`src/rtl/dmem_arbiter.sv`:
```
// -----------------------------------------------------------------------------
// dmem_arbiter
//
// Shares one fixed-latency data memory between the CPU load/store path and a
// debug/loader requester. A four-state sequencer (IDLE, ISSUE, WAIT, RESP)
// runs one transaction at a time. Round-robin arbitration means neither port
// can starve the other. Each port gets a one-cycle ack pulse on completion.
//
// Parameters
//   AW       address width
//   DW       data width
//   MEM_LAT  memory read latency in cycles from the issue edge (1..15 only)
//
// Ports
//   Clock, Reset                   system clock, async active-low reset
//   cpu_req/we/addr/wdata          CPU request; req held until cpu_ack
//   cpu_rdata, cpu_ack, cpu_stall  CPU response and stall indication
//   dbg_req/we/addr/wdata          debug/loader request; req held until dbg_ack
//   dbg_rdata, dbg_ack             debug/loader response
//   mem_en/we/addr/wdata           memory command, driven only in ISSUE
//   mem_rdata                      memory read data, valid MEM_LAT cycles
//                                  after the issue edge
//   busy                           sequencer not idle
//   grant_id                       owning port (0 = CPU, 1 = debug)
// -----------------------------------------------------------------------------
module dmem_arbiter #(
  parameter int AW      = 32,
  parameter int DW      = 32,
  parameter int MEM_LAT = 1
) (
  input  logic          Clock,
  input  logic          Reset,

  input  logic          cpu_req,
  input  logic          cpu_we,
  input  logic [AW-1:0] cpu_addr,
  input  logic [DW-1:0] cpu_wdata,
  output logic [DW-1:0] cpu_rdata,
  output logic          cpu_ack,
  output logic          cpu_stall,

  input  logic          dbg_req,
  input  logic          dbg_we,
  input  logic [AW-1:0] dbg_addr,
  input  logic [DW-1:0] dbg_wdata,
  output logic [DW-1:0] dbg_rdata,
  output logic          dbg_ack,

  output logic          mem_en,
  output logic          mem_we,
  output logic [AW-1:0] mem_addr,
  output logic [DW-1:0] mem_wdata,
  input  logic [DW-1:0] mem_rdata,

  output logic          busy,
  output logic          grant_id
);

  localparam logic [1:0] ST_IDLE  = 2'd0;
  localparam logic [1:0] ST_ISSUE = 2'd1;
  localparam logic [1:0] ST_WAIT  = 2'd2;
  localparam logic [1:0] ST_RESP  = 2'd3;

  // The counter is 4 bits wide, so only latencies of 1..15 can be represented.
  localparam logic [3:0] LAT_INIT = 4'(MEM_LAT);

  localparam logic PORT_CPU = 1'b0;
  localparam logic PORT_DBG = 1'b1;

  logic [1:0]    state_q, state_d;
  logic          grant_q, grant_d;
  logic          last_q, last_d;
  logic [3:0]    cnt_q, cnt_d;
  logic          we_q, we_d;
  logic [DW-1:0] cpu_rdata_q, cpu_rdata_d;
  logic [DW-1:0] dbg_rdata_q, dbg_rdata_d;

  logic          any_req;
  logic          idle_winner;
  logic          other_port;
  logic          other_req;
  logic          granted_we;
  logic [AW-1:0] granted_addr;
  logic [DW-1:0] granted_wdata;

  // On a tie, the port that did not win last time is chosen.
  // last resets to the debug port, so the CPU wins the first tie.
  assign any_req     = cpu_req | dbg_req;
  assign idle_winner = (cpu_req & dbg_req) ? ~last_q : dbg_req;

  // In RESP only the port that is not being acked may be picked.
  // This forces a port that re-requests to go back through IDLE.
  assign other_port = ~grant_q;
  assign other_req  = grant_q ? cpu_req : dbg_req;

  // Commands come from the granted port's live inputs. The requester keeps
  // them stable through ISSUE, so no request-side staging is needed.
  assign granted_we    = grant_q ? dbg_we    : cpu_we;
  assign granted_addr  = grant_q ? dbg_addr  : cpu_addr;
  assign granted_wdata = grant_q ? dbg_wdata : cpu_wdata;

  always_comb begin
    state_d     = state_q;
    grant_d     = grant_q;
    last_d      = last_q;
    cnt_d       = cnt_q;
    we_d        = we_q;
    cpu_rdata_d = cpu_rdata_q;
    dbg_rdata_d = dbg_rdata_q;

    case (state_q)
      ST_IDLE: begin
        if (any_req) begin
          grant_d = idle_winner;
          last_d  = idle_winner;
          state_d = ST_ISSUE;
        end
      end

      ST_ISSUE: begin
        // Record read/write now, because requester inputs may change once
        // ISSUE is over.
        cnt_d   = LAT_INIT;
        we_d    = granted_we;
        state_d = ST_WAIT;
      end

      ST_WAIT: begin
        // A count of 1 marks the cycle in which mem_rdata is valid.
        if (cnt_q == 4'd1) begin
          if (!we_q) begin
            if (grant_q == PORT_DBG) dbg_rdata_d = mem_rdata;
            else                     cpu_rdata_d = mem_rdata;
          end
          state_d = ST_RESP;
        end else begin
          cnt_d = cnt_q - 4'd1;
        end
      end

      ST_RESP: begin
        if (other_req) begin
          grant_d = other_port;
          last_d  = other_port;
          state_d = ST_ISSUE;
        end else begin
          state_d = ST_IDLE;
        end
      end

      default: state_d = ST_IDLE;
    endcase
  end

  // Reset drops any transaction in flight; it is never acked.
  always_ff @(posedge Clock or negedge Reset) begin
    if (!Reset) begin
      state_q     <= ST_IDLE;
      grant_q     <= PORT_CPU;
      last_q      <= PORT_DBG;
      cnt_q       <= 4'd0;
      we_q        <= 1'b0;
      cpu_rdata_q <= '0;
      dbg_rdata_q <= '0;
    end else begin
      state_q     <= state_d;
      grant_q     <= grant_d;
      last_q      <= last_d;
      cnt_q       <= cnt_d;
      we_q        <= we_d;
      cpu_rdata_q <= cpu_rdata_d;
      dbg_rdata_q <= dbg_rdata_d;
    end
  end

  // Memory bus is held at zero outside ISSUE so idle cycles are easy to spot.
  assign mem_en    = (state_q == ST_ISSUE);
  assign mem_we    = mem_en & granted_we;
  assign mem_addr  = mem_en ? granted_addr  : '0;
  assign mem_wdata = mem_en ? granted_wdata : '0;

  assign cpu_ack   = (state_q == ST_RESP) & (grant_q == PORT_CPU);
  assign dbg_ack   = (state_q == ST_RESP) & (grant_q == PORT_DBG);
  assign cpu_stall = cpu_req & ~cpu_ack;

  assign cpu_rdata = cpu_rdata_q;
  assign dbg_rdata = dbg_rdata_q;
  assign busy      = (state_q != ST_IDLE);
  assign grant_id  = grant_q;

endmodule

```
`config.mk`:
```
export PLATFORM = sky130hd
export DESIGN_NAME = dmem_arbiter
export DESIGN_NICKNAME = d
export VERILOG_FILES = /design/src/rtl/dmem_arbiter.sv
export SDC_FILE = /design/constraint.sdc
export NUM_CORES = 1
export LEC_CHECK = 0
export ABC_AREA = 1
export CAP_MARGIN = 20
export CORE_ASPECT_RATIO = 1.1
export CORE_MARGIN = 2
export CORE_UTILIZATION = 30
export DETAILED_ROUTE_END_ITERATION = 6
export PLACE_DENSITY = 0.82
export SLEW_MARGIN = 20
export SYNTH_ARGS = -nofsm -noshare
export SYNTH_HDL_FRONTEND = slang
export SYNTH_SLANG_ARGS = --single-unit
```
`constraint.sdc`:
```
create_clock -name Clock -period 1.8 [get_ports Clock]
set_clock_uncertainty 0.15 [all_clocks]
set_input_delay 0.45 -clock Clock [delete_from_list [all_inputs] [get_ports Clock]]
set_output_delay 0.45 -clock Clock [all_outputs]
set_load 0.005 [all_outputs]
```
==> reports/metrics.csv, run 1 <==
stage,metric,value,unit
status,status,finished with violations,
status,violations,setup timing,
route,viasPerCell,4.74,
floorplan,coreArea,0.0139,mm^2
synth,netlist-cell-type-count,23,
floorplan,start_util,0.308,
global_routing,grt_max_degree,31,
cts,cts_htree_levels,3,
layout,finalNonFillerCells,1126,
global_routing,grt_usage,0.252,
route,ant_nets,0,
place,placed_cells,1029,
cts,cts_tree,built,
floorplan,rows,45,
power,swShare,0.391,
critical_path,cp_num_buf_inv,5,
power,intPower,9.01,mW
synth,avgSynthCellArea,7.96,um^2
sta,clock.fmax,434,MHz
power,p_leak,4.64,nW
sta,setup_viol_count_final,135,
synth,postSynthCellCount,538,
critical_path,max_stage_delay,390,ps
power,pwr-share-comb,0.660,
sta,holdWs,315,ps
critical_path,critPathArrivalTime,1710,ps
place,dp_hpwl,12.8,mm
cts,root_buffer,clkbuf_16,
layout,syn2layout_area_growth,120,%
route,wl,20.9,mm
synth,synth_seq_cells,73,
place,place_area,0.00769,mm^2
cts,cts_made_buffers,9,
cts,max-clock-path-buffers,2,
sta,grt_setup_unrepaired,true,
cts,clock_sinks,73,
critical_path,end_kind,primary output,
place,gp_congestion,0.911,
synth,netlist_area,0.00428,mm^2
power,power.density,1570,mW/mm^2
critical_path,critPathRequiredTime,1200,ps
synth,async_reset_ff_frac,1.00,
cts,clk_pin_slew,60,ps
route,met1_length,7.82,mm
critical_path,crit_slowest_cell,dfrtp_1,
synth,ys.flop_type,dfrtp_1,
route,met3_length,1.75,mm
synth,ys_seq_area_frac,0.427,
global_routing,grt_pass1_wl,29.8,mm
power,total_power,14.8,mW
route,vias,5337,
global_routing,grt_pass1_vias,5255,
critical_path,critPathTopFamily,buffers and inverters,
power,p_clk_frac,0.135,
layout,drive_gt1_frac,0.419,
layout,final_nets,1105,
critical_path,worstSetupPathType,reg -> out,
synth,synth_edf_count,0,
synth,yosysWarnings,0,
sta,layout_setup_ws,-505,ps
route,drc,0,
job,drv_cap,0,
route,dr.pass1.iters,5,
floorplan,die_area,0.0152,mm^2
floorplan,die_h,129,um
min_path,min_path_type,reg -> reg,
cts,clk_latency,340,ps
place,port_buffers,300,
route,met2_length,10.6,mm
global_routing,grt.overflow.total,0,
sta,drv_slew,0,
sta,period_share,1.28,
layout,stdcell_area,0.00944,mm^2
layout,finalCoreUtilization,0.679,
route,drt-initial-drc-count,269,
global_routing,antenna_found_initial,0,
critical_path,path_cells,inv_2 -> ha_4 -> buf_12 -> buf_6 -> buf_16 -> o21ai_1 -> nor2_1 -> buf_2,
power,pwr-share-seq,0.205,
sta,slew_headroom,0.743,
power,ir_worst_vdd,969,uV
sta,hold_viol_final,0,
sta,tightest_slew,386,ps
sta,fin_crit,2310,ps
route,avgRoutedWirePerCell,18.5,um
floorplan,chipWidth,118,um
critical_path,start_kind,flip-flop,
synth,syn_nets,710,
power,switchingPower,5.78,mW
critical_path,crit_fanout,9,
layout,diodes,0,
floorplan,num_io_pins,301,
route,routed.top_layer,met4,
tightest hold or removal path, stage by stage, from the launching register on:
cell	delay, ps
dfstp_2	370
nand2_1	50
nand2_1	40
path summary, 6_finish.rpt:
path,from,to,slack (ps),cells past startpoint
min,last_q,last_q,320,2
min reg2reg,last_q,last_q,320,2
max in group asynchronous,Reset,cpu_rdata[28],590,3
min in group asynchronous,Reset,dbg_rdata[8],430,2
max reg2reg,state_q[0],dbg_rdata[1],-300,12
max,state_q[1],mem_wdata[9],-510,8
cells in the final DEF (no fill, tap or decap), types with 13 or more instances in the layout:
cell,netlist,layout
clkdlybuf4s50_1,0,164
nor2_1,134,122
o21ai_2,64,99
dfrtp_1,72,71
buf_2,5,64
buf_4,4,54
dlygate4sd2_1,0,51
nand2_2,28,47
inv_1,46,41
nand2_1,63,40
buf_12,0,26
buf_6,13,16
o21ai_1,9,15
clkbuf_16,0,15
dlymetal6s2s_1,0,14
buf_16,0,13
Yosys cell counts, types with 2 or more instances:
cell type    n  area share
buf_4        4      0.0070
o21ai_0     61       0.071
dfrtp_1     72        0.42
o21ai_2     64        0.13
nand2_4      2      0.0053
inv_1       46       0.040
nor2_1     134        0.12
nand3_1     11       0.013
o21ai_1      9       0.011
buf_2        5      0.0058
buf_6       13       0.034
nand2_2     28       0.041
nand2_1     63       0.055
clkbuf_1    12       0.011
ha_1         6       0.018
repair_timing:
action                     4_1_cts  5_1_grt
resized for setup              495       79
setup endpoints to repair      193      154
hold buffers                     1        0
hold endpoints to repair        23        0
gates cloned                    18        6
pin swaps                       55       61
buffers inserted                40       22
routing by layer:
layer	vias up	GRT usage
li1	2517	-
met1	2539	0.295
met2	231	0.441
met3	50	0.0797
met4	0	0.0815
met5	-	0
power by group through the flow:
stage	Clock [mW]	Combinational, mW	Sequential [mW]
after detailed placement	0	7.42	3.02
after floorplan	0	3.06	3.05
after CTS	2.02	8.79	3.01
after global placement	0	7.33	2.99
after global routing	2.09	10.5	3.13
final	1.99	9.77	3.03
flip-flops by register name, summed over array words and instances (netlist names):
name,flops
cpu_rdata,32
state_q,2
dbg_rdata,32
we_q,1
grant_id,1
last_q,1
cnt_q,4
area by class of cell:
type / instances / area (um^2)
timing repair buffer: 417 / 4360
clock buffer: 12 / 256
clock inverter: 4 / 75.1
sequential: 73 / 1830
inverter: 48 / 190
multi-input combinational: 384 / 2490
fill: 1039 / 4470
tap: 188 / 235
through the flow:
stage / TNS [ps] / setup slack (ps)
2_1_floorplan: 0 / 13.6
3_3_place_gp: -32340 / -608
3_5_place_dp: -33110 / -600
4_1_cts: -43150 / -510
5_1_grt: -52620 / -563
6_report: -43190 / -505
cell families (layout without fill, tap and decap cells):
group | after synthesis | after routing | share of synthesized area
xor+xnor | 1 | 1 | 0.00205
simple gates | 241 | 242 | 0.239
flops | 73 | 73 | 0.427
compound gates | 135 | 135 | 0.214
fa+ha+maj | 6 | 6 | 0.0175
buf+inv | 82 | 481 | 0.100
No activity file was read; power rests on OpenSTA's default activity.
==> run 2, diff against run 1 <==
--- a/config.mk
+++ b/config.mk
@@ -9,9 +9,9 @@
 export CAP_MARGIN = 20
 export CORE_ASPECT_RATIO = 1.1
 export CORE_MARGIN = 2
-export CORE_UTILIZATION = 30
+export CORE_UTILIZATION = 32
 export DETAILED_ROUTE_END_ITERATION = 6
-export PLACE_DENSITY = 0.82
+export PLACE_DENSITY = 0.87
 export SLEW_MARGIN = 20
 export SYNTH_ARGS = -nofsm -noshare
 export SYNTH_HDL_FRONTEND = slang
==> run 2 against run 1 <==
Net effect: the run still ends with setup timing left; count of clock-buffer cells in the layout decreased by 2; power fell by 11%; wire length is 7.1% lower; fmax rose by 1.8%; worst hold slack better by 8.2 ps; sequential share of layout area is 1.8 points higher; clock power decreased by 16%; first-iteration DRC count up 17%; non-clock buffer count decreased by 31; global-route usage fell by 1.1 points; critical path type unchanged; largest cell class unchanged; highest routed layer unchanged.
==> reports/metrics.csv, run 2 (synthesis gave the netlist of run 1 again) <==
stage,metric,value,unit,change
critical_path,cp_num_buf_inv,5,,unchanged
cts,root_buffer,clkbuf_16,,unchanged
layout,layout_commonest_cell,clkdlybuf4s50_1,,unchanged
layout,drive_gt1_frac,0.355,,was 0.419
sta,clock.fmax,442,MHz,was 434 MHz
floorplan,die_h,125,um,was 129 um
sta,grt_setup_unrepaired,true,,unchanged
status,status,finished with violations,,unchanged
sta,layout_setup_ws,-464,ps,was -505 ps
floorplan,num_io_pins,301,,unchanged
layout,final_nets,1074,,was 1105
route,drt-initial-drc-count,315,,was 269
critical_path,path_cells,inv_2 -> ha_4 -> buf_12 -> buf_8 -> buf_12 -> o21ai_2 -> nor2_1 -> buf_2,,was inv_2 -> ha_4 -> buf_12 -> buf_6 -> buf_16 -> o21ai_1 -> nor2_1 -> buf_2
floorplan,start_util,0.326,,was 0.308
cts,clock_sinks,73,,unchanged
min_path,hp-start,cpu_rdata[6],,was last_q
layout,syn2layout_area_growth,102,%,was 120%
global_routing,grt_usage,0.240,,was 0.252
cts,cts_made_buffers,9,,unchanged
cts,cts_htree_levels,3,,unchanged
cts,max-clock-path-buffers,2,,unchanged
critical_path,end_kind,primary output,,unchanged
global_routing,grt.overflow.total,0,,unchanged
sta,drv_slew,0,,unchanged
power,power.density,1520,mW/mm^2,was 1570 mW/mm^2
power,ir_worst_vdd,1020,uV,was 969 uV
route,dr.pass1.iters,4,,was 5
place,gp_congestion,0.889,,was 0.911
critical_path,worstSetupPathType,reg -> out,,unchanged
sta,period_share,1.26,,was 1.28
floorplan,die_area,0.0143,mm^2,was 0.0152 mm^2
place,placed_cells,1003,,was 1029
global_routing,antenna_found_initial,1,,was 0
global_routing,grt_pass1_vias,4909,,was 5255
critical_path,critPathRequiredTime,1200,ps,about the same
route,drc,0,,unchanged
critical_path,max_stage_delay,380,ps,was 390 ps
place,port_buffers,300,,unchanged
global_routing,grt_pass1_wl,26.6,mm,was 29.8 mm
sta,fin_tns_setup,-29290,ps,was -43190 ps
layout,finalCoreUtilization,0.657,,was 0.679
layout,finalNonFillerCells,1069,,was 1126
route,viasPerCell,4.84,,was 4.74
cts,cts_tree,built,,unchanged
sta,fin_crit,2260,ps,was 2310 ps
sta,tightest_slew,420,ps,was 386 ps
job,drv_cap,0,,unchanged
sta,slew_headroom,0.720,,was 0.743
floorplan,chipWidth,114,um,was 118 um
status,violations,setup timing,,unchanged
route,ant_nets,0,,unchanged
route,vias,5170,,was 5337
power,p_leak,4.39,nW,was 4.64 nW
layout,layout_common_cells,"165 x clkdlybuf4s50_1, 124 x nor2_1, 91 x o21ai_2",,"was 164 x clkdlybuf4s50_1, 122 x nor2_1, 99 x o21ai_2"
critical_path,cpMostUsedCell,buf_12,,
place,place_worst_setup_slack,-564,ps,was -600 ps
place,dp_hpwl,12.6,mm,was 12.8 mm
power,total_power,13.1,mW,was 14.8 mW
floorplan,coreArea,0.0132,mm^2,was 0.0139 mm^2
min_path,min_path_type,reg -> reg,,unchanged
route,avgRoutedWirePerCell,18.1,um,was 18.5 um
cts,clk_latency,330,ps,was 340 ps
critical_path,startpoint,state_q[1],,unchanged
sta,hold_viol_final,0,,unchanged
floorplan,rows,44,,was 45
global_routing,grt_max_degree,37,,was 31
cts,clk_pin_slew,60,ps,about the same
critical_path,start_kind,flip-flop,,unchanged
critical_path,critPathTopFamily,buffers and inverters,,unchanged
route,wl,19.4,mm,was 20.9 mm
critical_path,critPathArrivalTime,1660,ps,was 1710 ps
sta,setup_viol_count_final,135,,unchanged
critical_path,crit_fanout,6,,was 9
critical_path,r2r_start,state_q[0],,unchanged
critical_path,crit_slowest_cell,dfrtp_1,,unchanged
run 2: layer usage:
| metal | GRT usage | routed length (um) |
|---|---|---|
| met5 | 0 | 0 |
| met3 | 0.0994 | 2120 |
| met2 | 0.403 | 9540 |
| met4 | 0.0918 | 580 |
| met1 | 0.272 | 7150 |
run 2: repair_timing:
item                       4_1_cts  5_1_grt
resized for setup              398       96
pin swaps                       32       36
hold buffers                     1        0
hold endpoints to repair        21        0
setup endpoints to repair      186      161
buffers inserted                21       12
gates cloned                     8       11
run 2: cell type report:
class	count	area, um^2
fillers	999	4520
well taps	161	201
inverters	48	200
diodes	1	2.50
flip-flops and latches	73	1830
clock buffers	10	239
multi-input cells	384	2240
clock inverters	6	42.5
repair buffers	386	3890
run 2: path summary, 6_finish.rpt:
check / cells after the start / end / slack [ps]
worst max-delay path: 8 / mem_wdata[26] / -460
worst min-delay path: 2 / cpu_rdata[6] / 320
worst max register to register: 11 / cpu_rdata[5] / -180
worst min register to register: 2 / cpu_rdata[6] / 320
max in group asynchronous: 3 / dbg_rdata[30] / 600
min in group asynchronous: 2 / cpu_rdata[8] / 430
run 2: power breakdown:
group | leakage [nW] | internal, mW | switching (mW) | total, mW
Clock | 0.135 | 0.972 | 0.701 | 1.67
Sequential | 0.846 | 2.48 | 0.519 | 3.00
Combinational | 3.41 | 4.43 | 4.03 | 8.46
Total | 4.39 | 7.88 | 5.25 | 13.1
run 2: per-stage QoR:
stage               hold slack (ps)  instance area, um^2
detailed placement              256                 7700
global placement                250                 7700
CTS                             328                 8210
finish                          323                 8640
floorplan                      4.41                 4300
global route                    340                 8640
run 2: worst register-to-register path: cells and delay by family (launching register included):
family                     cells  cell delay, ps
buffers and inverters          6             710
and+or+nand+nor                3             430
DFF                            1             410
adders and majority gates      1             140
AOI/OAI and AO/OA              1              50
==> run 3, diff against run 2 <==
--- a/config.mk
+++ b/config.mk
@@ -11,7 +11,7 @@
 export CORE_MARGIN = 2
 export CORE_UTILIZATION = 32
 export DETAILED_ROUTE_END_ITERATION = 6
-export PLACE_DENSITY = 0.87
+export PLACE_DENSITY = 0.82
 export SLEW_MARGIN = 20
 export SYNTH_ARGS = -nofsm -noshare
 export SYNTH_HDL_FRONTEND = slang
==> constraint.sdc (replaced) <==
create_clock -name Clock -period 1.85 [get_ports Clock]
set_clock_uncertainty 0.15 [all_clocks]
set_input_delay 0.4625 -clock Clock [delete_from_list [all_inputs] [get_ports Clock]]
set_output_delay 0.4625 -clock Clock [all_outputs]
set_load 0.005 [all_outputs]
==> run 3 against run 2 <==
Net effect: the run still ends with setup timing left; sequential share of layout area shrank 0.26 points; die area is the same; critical path type unchanged; worst hold slack lost 1.4 ps; non-clock buffer count shrank 9; final cell count shrank 1.0%; first-iteration DRC count shrank 12%; power is essentially flat; setup slack gained 51 ps; wire length grew 0.41%; clock power shrank 5%; count of clock-buffer cells in the layout is the same.
==> reports/metrics.csv, run 3 (synthesis gave the netlist of run 1 again) <==
stage,metric,value,unit,change
cts,clk_latency,330,ps,about the same
layout,layout_commonest_cell,clkdlybuf4s50_1,,unchanged
power,ir_worst_vdd,1040,uV,was 1020 uV
job,drv_cap,0,,unchanged
global_routing,grt_pass1_wl,25.8,mm,was 26.6 mm
critical_path,crit_slowest_cell,dfrtp_1,,unchanged
cts,clk_pin_slew,50,ps,was 60 ps
floorplan,coreArea,0.0132,mm^2,unchanged
route,drc,0,,unchanged
cts,clock_sinks,73,,unchanged
floorplan,rows,44,,unchanged
critical_path,end_kind,primary output,,unchanged
power,power.density,1500,mW/mm^2,was 1520 mW/mm^2
global_routing,grt_pass1_vias,4892,,was 4909
route,wl,19.5,mm,was 19.4 mm
place,port_buffers,300,,unchanged
critical_path,worstSetupPathType,reg -> out,,unchanged
floorplan,die_area,0.0143,mm^2,unchanged
place,dp_hpwl,12.9,mm,was 12.6 mm
sta,fin_crit,2260,ps,
layout,layout_common_cells,"190 x clkdlybuf4s50_1, 111 x nor2_1, 103 x o21ai_2",,"was 165 x clkdlybuf4s50_1, 124 x nor2_1, 91 x o21ai_2"
cts,root_buffer,clkbuf_16,,unchanged
route,vias,5046,,was 5170
sta,setup_viol_count_final,134,,was 135
critical_path,start_kind,flip-flop,,unchanged
cts,cts_htree_levels,3,,unchanged
layout,syn2layout_area_growth,104,%,was 102%
sta,drv_slew,0,,unchanged
route,avgRoutedWirePerCell,18.4,um,was 18.1 um
critical_path,path_cells,inv_2 -> ha_4 -> buf_6 -> buf_6 -> o21ai_2 -> nor2_1 -> buf_4 -> buf_6,,was inv_2 -> ha_4 -> buf_12 -> buf_8 -> buf_12 -> o21ai_2 -> nor2_1 -> buf_2
global_routing,use_met1,0.262,,was 0.272
sta,clock.fmax,442,MHz,
layout,final_nets,1065,,was 1074
sta,hold_viol_final,0,,unchanged
place,placed_cells,1004,,was 1003
min_path,min_path_type,reg -> reg,,unchanged
global_routing,grt_usage,0.231,,was 0.240
route,dr.pass1.iters,4,,unchanged
global_routing,use_met3,0.0969,,was 0.0994
global_routing,grt_use_met2,0.387,,was 0.403
sta,period_share,1.22,,
sta,slew_headroom,0.829,,was 0.720
global_routing,busiest_layer,met2,,unchanged
layout,diodes,0,,was 1
cts,cts_tree,built,,unchanged
global_routing,antenna_found_initial,0,,was 1
cts,cts_made_buffers,9,,unchanged
place,gp_congestion,0.881,,was 0.889
sta,grt_setup_unrepaired,true,,unchanged
critical_path,cpMostUsedCell,buf_6,,was buf_12
global_routing,grt.overflow.total,0,,unchanged
global_routing,grt_max_degree,43,,was 37
power,total_power,13.1,mW,about the same
floorplan,num_io_pins,301,,unchanged
power,p_leak,4.35,nW,was 4.39 nW
floorplan,start_util,0.326,,unchanged
floorplan,die_h,125,um,unchanged
sta,layout_setup_ws,-414,ps,was -464 ps
critical_path,max_stage_delay,390,ps,was 380 ps
cts,max-clock-path-buffers,2,,unchanged
sta,tightest_slew,257,ps,was 420 ps
floorplan,chipWidth,114,um,unchanged
route,drt-initial-drc-count,278,,was 315
route,ant_nets,0,,unchanged
status,status,finished with violations,,unchanged
route,viasPerCell,4.77,,was 4.84
critical_path,critPathArrivalTime,1650,ps,was 1660 ps
layout,drive_gt1_frac,0.406,,was 0.355
critical_path,crit_fanout,6,,unchanged
layout,finalNonFillerCells,1058,,was 1069
critical_path,critPathRequiredTime,1240,ps,was 1200 ps
status,violations,setup timing,,unchanged
==> run 3: changes by cell type in the layout (fill, tap and decap cells not counted), moves of 5 or more <==
| cell | previous run | this run |
|---|---|---|
| nand2_2 | 30 | 58 |
| clkbuf_16 | 16 | 21 |
| nor2_1 | 124 | 111 |
| buf_16 | 6 | 1 |
| dlymetal6s2s_1 | 22 | 32 |
| o21ai_1 | 29 | 22 |
| o21ai_2 | 91 | 103 |
| nor2_2 | 10 | 20 |
| nand2_1 | 61 | 33 |
| clkdlybuf4s50_1 | 165 | 190 |
| dlygate4sd2_1 | 42 | 6 |
==> run 3: path summary, 6_finish.rpt <==
| kind | from | end | slack (ps) | cells after the start |
|---|---|---|---|---|
| worst min-delay path | last_q | last_q | 320 | 2 |
| worst min register to register | last_q | last_q | 320 | 2 |
| min in group asynchronous | Reset | cpu_rdata[15] | 390 | 2 |
| max in group asynchronous | Reset | cpu_rdata[7] | 650 | 3 |
| worst max register to register | state_q[0] | cpu_rdata[0] | -170 | 12 |
| worst max-delay path | state_q[1] | mem_wdata[31] | -410 | 8 |
==> run 3: layer usage <==
metal,routed length [um],vias to the layer above
li1,-,2437
met1,7380,2364
met2,9600,210
met3,1980,35
met4,504,0
met5,0,-
==> run 3: stage by stage <==
| step | setup TNS [ps] | cell area, um^2 | utilization | setup WS [ps] | hold slack (ps) |
|---|---|---|---|---|---|
| after floorplan | 0 | 4290 | - | 13.1 | 16.9 |
| after global placement | -29790 | 7690 | 0.585 | -722 | 184 |
| after CTS | -27110 | 7940 | 0.603 | -454 | 321 |
| final | -29090 | 8750 | 0.665 | -414 | 322 |
| after detailed placement | -30300 | 7690 | 0.585 | -706 | 186 |
| after global routing | -38080 | 8750 | 0.665 | -466 | 344 |
==> run 3: timing repair <==
item | 4_1_cts | 5_1_grt
setup buffers | 11 | 18
endpoints found under the setup margin | 109 | 164
gates resized for setup | 364 | 167
cloned | 3 | 17
pin swaps | 39 | 50
hold buffers | 1 | 0
hold endpoints to repair | 11 | 0
==> run 3: critical path: cells and delay by family, from the launching register on <==
kind | cells | cell delay (ps)
simple gates | 1 | 100
flops | 1 | 390
buf+inv | 5 | 590
compound gates | 1 | 40
fa+ha+maj | 1 | 210
==> run 3: power by group <==
| part | internal (mW) | leakage (nW) | total (mW) | switching, mW |
|---|---|---|---|---|
| Combinational | 4.57 | 3.37 | 8.54 | 3.98 |
| Clock | 0.933 | 0.135 | 1.59 | 0.658 |
| Sequential | 2.42 | 0.846 | 3.01 | 0.590 |
==> run 3: final cells by class <==
class | count | area, um^2
fillers | 1022 | 4410
repair buffers | 377 | 3850
multi-input cells | 384 | 2410
flip-flops and latches | 73 | 1830
clock buffers | 10 | 239
well taps | 161 | 201
inverters | 48 | 190
clock inverters | 5 | 31.3
==> variant 1 (config.mk and constraints of run 1) <==
The parameter `AW` goes from 32 to 64.
--- a/src/rtl/dmem_arbiter.sv
+++ b/src/rtl/dmem_arbiter.sv
@@ -26,3 +26,3 @@
 module dmem_arbiter #(
-  parameter int AW      = 32,
+  parameter int AW      = 64,
   parameter int DW      = 32,
Ports: changed (resized cpu_addr, dbg_addr and mem_addr); port bits go from 301 to 397. No check against the original RTL was run, so the function may have changed too.
==> variant 1 against run 1 <==
  * The run still ends with negative setup slack left
  * Routed wire length rose by 45%
  * Total power rose by 22%
  * Sequential cell count did not move
  * Hold slack improved by 0.0036 ns
  * Non-clock buffer count rose by 123
  * Synthesized area rose by 5.3%
  * Sequential power rose by 3%
  * Clock power fell by 9%
  * Global-route usage rose by 5.4 points
  * Via count rose by 29%
  * Count of clock-buffer cells in the layout rose by 1
  * Cell area rose by 19%
  * Worst setup slack got worse by 0.094 ns
  * Final cell count rose by 20%
  * Critical endpoint is now mem_addr[9]
  * Largest cell class unchanged
  * Largest power group unchanged
==> variant 1: results (changes against run 1) <==
VDD IR max=1.03 mV (+6.2%); Min Hold Slack=0.319 ns (+0.00365 ns); IO buf count=396 (+32%); DR vias/cell=5.08 (+7.3%); failing checks=negative setup slack; part of the Yosys area used for sequential elements=40.5% (-2.1 points); global placement routability congestion=0.920 (+0.98%); P_leak=5.71 nW (+23%); HPWL after DPL=18.5 mm (+44%); Clock transition at path regs=0.06 ns (about the same); outcome=complete, but fails checks; Synth top cells by count=nor2_1, o21ai_0, nand2_1, dfrtp_1, inv_1; # nets final=1387 (+26%); DR iter-0 viols=478 (+78%); largest net degree at the start of global routing=38 (+23%); CP max FO=7 (-2); setup ws final=-0.599 ns (-0.0940 ns); Filler Cell Count=972 (-6.4%); Global Route Usage Sum=30.6% (+5.4 points); pre-CTS setup slack=-0.671 ns (-0.0714 ns); first-pass GRT wire length=37.1 mm (+24%); Mapped Nets=881 (+24%); vias in the first global route=6328 (+20%); layout cells sized above 1=38.7% (-3.2 points); Crit Reg-Reg Endpoint=cpu_rdata[16]$_DFFE_PN0P_; worst reg2reg path depth=8 (-4); antenna violations before repair=1 (+1); CP arrival=1.80 ns (+0.09 ns); syn_area_per_cell=6.99 um^2 (-12%); Avg WL per Cell=22.4 um (+21%); Detailed Routing Iterations Pass 1=5 (unchanged); WHS Endpoint=last_q$_DFFE_PN1P_; placed insts=1252 (+22%); Int Power=10.7 mW (+18%); routed wire length=30.4 mm (+45%); TNS Setup=-60.94 ns (-17.75 ns); actual slew at the worst max-slew pin=0.549 ns (+0.163 ns); Final setup viols=167 (+24%); RR Startpoint=grant_id$_DFFE_PN0P_
variant 1: cell types whose count changed after synthesis, sizes merged:
| cell | change |
|---|---|
| buf | +4 |
| nor2 | +64 |
| clkbuf | +7 |
| o21ai | +32 |
variant 1: timing repair:
action	CTS	global route
gates resized for setup	538	318
gates cloned	15	13
buffers inserted	33	44
hold buffers	1	0
endpoints found under the hold margin	17	0
pin swaps	56	108
endpoints found under the setup margin	221	234
variant 1: final cells by class:
class	count	area [um^2]	area share (%)
diodes	1	2.50	0.0223
clock buffers	13	260	2.32
clock inverters	3	40.0	0.356
inverters	48	198	1.76
multi-input cells	479	2990	26.6
flip-flops and latches	73	1830	16.3
well taps	196	245	2.18
repair buffers	540	5670	50.4
variant 1: stage by stage:
step           util, %  instance area (um^2)
2_1_floorplan        -                  4550
3_3_place_gp      60.6                  9020
3_5_place_dp      60.6                  9020
4_1_cts           68.0                 10100
5_1_grt           75.5                 11200
6_report          75.5                 11200
variant 1: cell families (layout without fill, tap and decap cells):
group	after synthesis	in the layout	share of synthesized area [%]
other	0	1	0
xor gates and xnor gates	1	1	0.194
and+or+nand+nor	305	305	26.4
AOI/OAI and AO/OA	167	167	21.2
DFF	73	73	40.5
buffers and inverters	93	604	9.99
adders and majority gates	6	6	1.66
variant 1: how the worst max path moves through the flow:
stage | startpoint | endpoint | slack, ns
after floorplan | state_q[1]$_DFFE_PN0P_ | mem_wdata[23] | 0.02
after global placement | cpu_addr[32] | mem_addr[32] | -0.67
after detailed placement | cpu_addr[31] | mem_addr[31] | -0.67
after CTS | state_q[1]$_DFFE_PN0P_ | mem_addr[28] | -0.62
after global routing | state_q[1]$_DFFE_PN0P_ | mem_wdata[0] | -0.68
final | state_q[1]$_DFFE_PN0P_ | mem_addr[9] | -0.60
variant 1: power by group through the flow:
stage	combinational [mW]	clock [mW]	sequential, mW
floorplan	3.35	0	3.01
global placement	8.78	0	2.96
detailed placement	8.90	0	2.99
CTS	11.1	1.83	3.05
global route	13.9	1.91	3.17
finish	13.1	1.82	3.12
variant 1: worst max-delay path: stages, from the launching register on:
cell,delay [ns]
dfrtp_1,0.38
inv_2,0.08
ha_4,0.21
buf_12,0.12
buf_4,0.11
buf_12,0.13
buf_4,0.12
o21ai_4,0.06
nor2_4,0.12
clkbuf_2,0.13
variant 1: per-layer routing:
layer	wire length (um)	share of wire (%)	global-route usage, %
met4	1510	5.0	10.5
met3	3230	11	10.5
met5	0	0	0
met1	10700	35	36.7
met2	14900	49	50.8
==> variant 2 (config.mk and constraints of run 1) <==
Without the edit above. Register the output `dbg_rdata` once more, with the module's reset; this adds one clock of latency there. The other outputs are not delayed to match.
--- a/src/rtl/dmem_arbiter.sv
+++ b/src/rtl/dmem_arbiter.sv
@@ -186,3 +186,9 @@
   assign cpu_rdata = cpu_rdata_q;
-  assign dbg_rdata = dbg_rdata_q;
+  always_ff @(posedge Clock or negedge Reset) begin
+    if (!Reset) begin
+      dbg_rdata <= '0;
+    end else begin
+      dbg_rdata <= dbg_rdata_q;
+    end
+  end
   assign busy      = (state_q != ST_IDLE);
Behaviour: not the same (Yosys sat finds a counterexample within 4 cycles, from zero or initial values and one cycle with Reset low).
==> variant 2 against run 1 <==
  * The run still ends with negative setup slack left
  * Total power up 4.9%
  * Routed wire length up 6.9%
  * Synthesized area up 20%
  * Sequential share of layout area up 7.6 points
  * Worst setup slack worse by 0.081 ns
  * Sequential cell count up 32
  * Non-clock buffer count down 24
  * Cell area up 3.2%
  * Combinational power down 5.1%
  * Register-to-register slack worse by 0.18 ns
  * Largest cell class unchanged
==> variant 2: results (changes against run 1) <==
post-route non-filler standard cell count=1155 (+2.6%); Global Route Usage Sum=22.3% (-2.9 points); first-pass GRT wire length=30.7 mm (+3.1%); outcome=complete, but fails checks; Filler Cell Count=1410 (+36%); Synth area leaders=dfrtp_1, o21ai_2, nor2_1; Synth top cells by count=nor2_1, dfrtp_1, o21ai_2, nand2_2, inv_1; Syn Inst Count=571 (+6.1%); part of the Yosys area used for sequential elements=51.1% (+8.4 points); HPWL after DPL=14.2 mm (+11%); Cell Area, Placed=8590 um^2 (+12%); setup ws final=-0.587 ns (-0.0813 ns); placed insts=1085 (+5.4%); VDD IR max=0.794 mV (-18%); CTS max path bufs=2 (unchanged); Final setup viols=137 (+1.5%); DR iter-0 viols=216 (-20%); Mapped Nets=743 (+4.6%); slew margin rel.=83.6% (+9.4 points); largest net degree at the start of global routing=40 (+29%); routed wire length=22.3 mm (+6.9%); Hold Crit Start=dbg_rdata_q[7]$_DFFE_PN0P_; layout cells sized above 1=39.3% (-2.6 points); failing checks=negative setup slack; vias=5460 (+2.3%); global placement routability congestion=0.847 (-7.0%); Detailed Routing Iterations Pass 1=4 (-1); P_leak=4.72 nW (+1.8%); CP max FO=8 (-1); Netlist cell types=20 (-13%)
-- variant 2: repair_timing --
action                                 in CTS  in global routing
setup endpoints to repair                 175                156
resized for setup                         418                 84
gates cloned                               10                  7
endpoints found under the hold margin      13                  0
hold buffers                                1                  0
buffers inserted                           31                 12
pin swaps                                  27                 24
-- variant 2: layout make-up --
class                      instances  area (um^2)  area share, %
clock inverter                     6         77.6          0.796
timing repair buffer             393         3970           40.8
sequential                       105         2630           27.0
antenna                            1         2.50         0.0257
multi-input combinational        384         2380           24.5
tap                              208          260           2.67
inverter                          49          191           1.97
clock buffer                       9          225           2.31
-- variant 2: cells by family after synthesis --
| family | Yosys count | share of synthesized area (%) |
|---|---|---|
| AO/OA/AOI/OAI | 137 | 18.0 |
| flip-flops | 105 | 51.1 |
| adder cells (fa/ha/maj) | 6 | 1.46 |
| buffers and inverters | 82 | 8.27 |
| AND/OR/NAND/NOR | 241 | 21.2 |
-- variant 2: final timing paths --
path	end	slack (ns)	cells past startpoint
setup / recovery	mem_addr[22]	-0.59	9
hold / removal	dbg_rdata[7]$_DFF_PN0_	0.24	0
setup reg to reg	grant_id$_DFFE_PN0P_	-0.48	15
hold reg to reg	dbg_rdata[7]$_DFF_PN0_	0.24	0
max in group asynchronous	last_q$_DFFE_PN1P_	0.60	3
min in group asynchronous	cpu_rdata[16]$_DFFE_PN0P_	0.36	2
-- variant 2: worst max-delay path: stages (launching register included) --
cell,delay [ns]
dfrtp_1,0.39
inv_2,0.08
ha_4,0.15
buf_12,0.11
buf_8,0.11
buf_12,0.11
buf_8,0.12
o21ai_2,0.06
nor2_1,0.14
buf_4,0.18
-- variant 2: where the power goes --
part	internal, mW	switching, mW	total (mW)	leakage (nW)
Combinational	4.86	4.41	9.27	3.35
Sequential	3.56	0.669	4.23	1.23
Clock	1.10	0.917	2.01	0.146
-- variant 2: through the flow --
step	worst slack, ns	setup TNS, ns
6_report	-0.587	-43.56
3_3_place_gp	-0.695	-33.72
4_1_cts	-0.567	-43.17
3_5_place_dp	-0.714	-36.11
5_1_grt	-0.652	-52.60
2_1_floorplan	0.0166	0
-- variant 2: routing by layer --
layer / share of wire [%] / track usage [%]
met1: 37 / 25.9
met2: 48 / 37.0
met3: 10 / 7.16
met4: 4.9 / 10.9
met5: 0 / 0
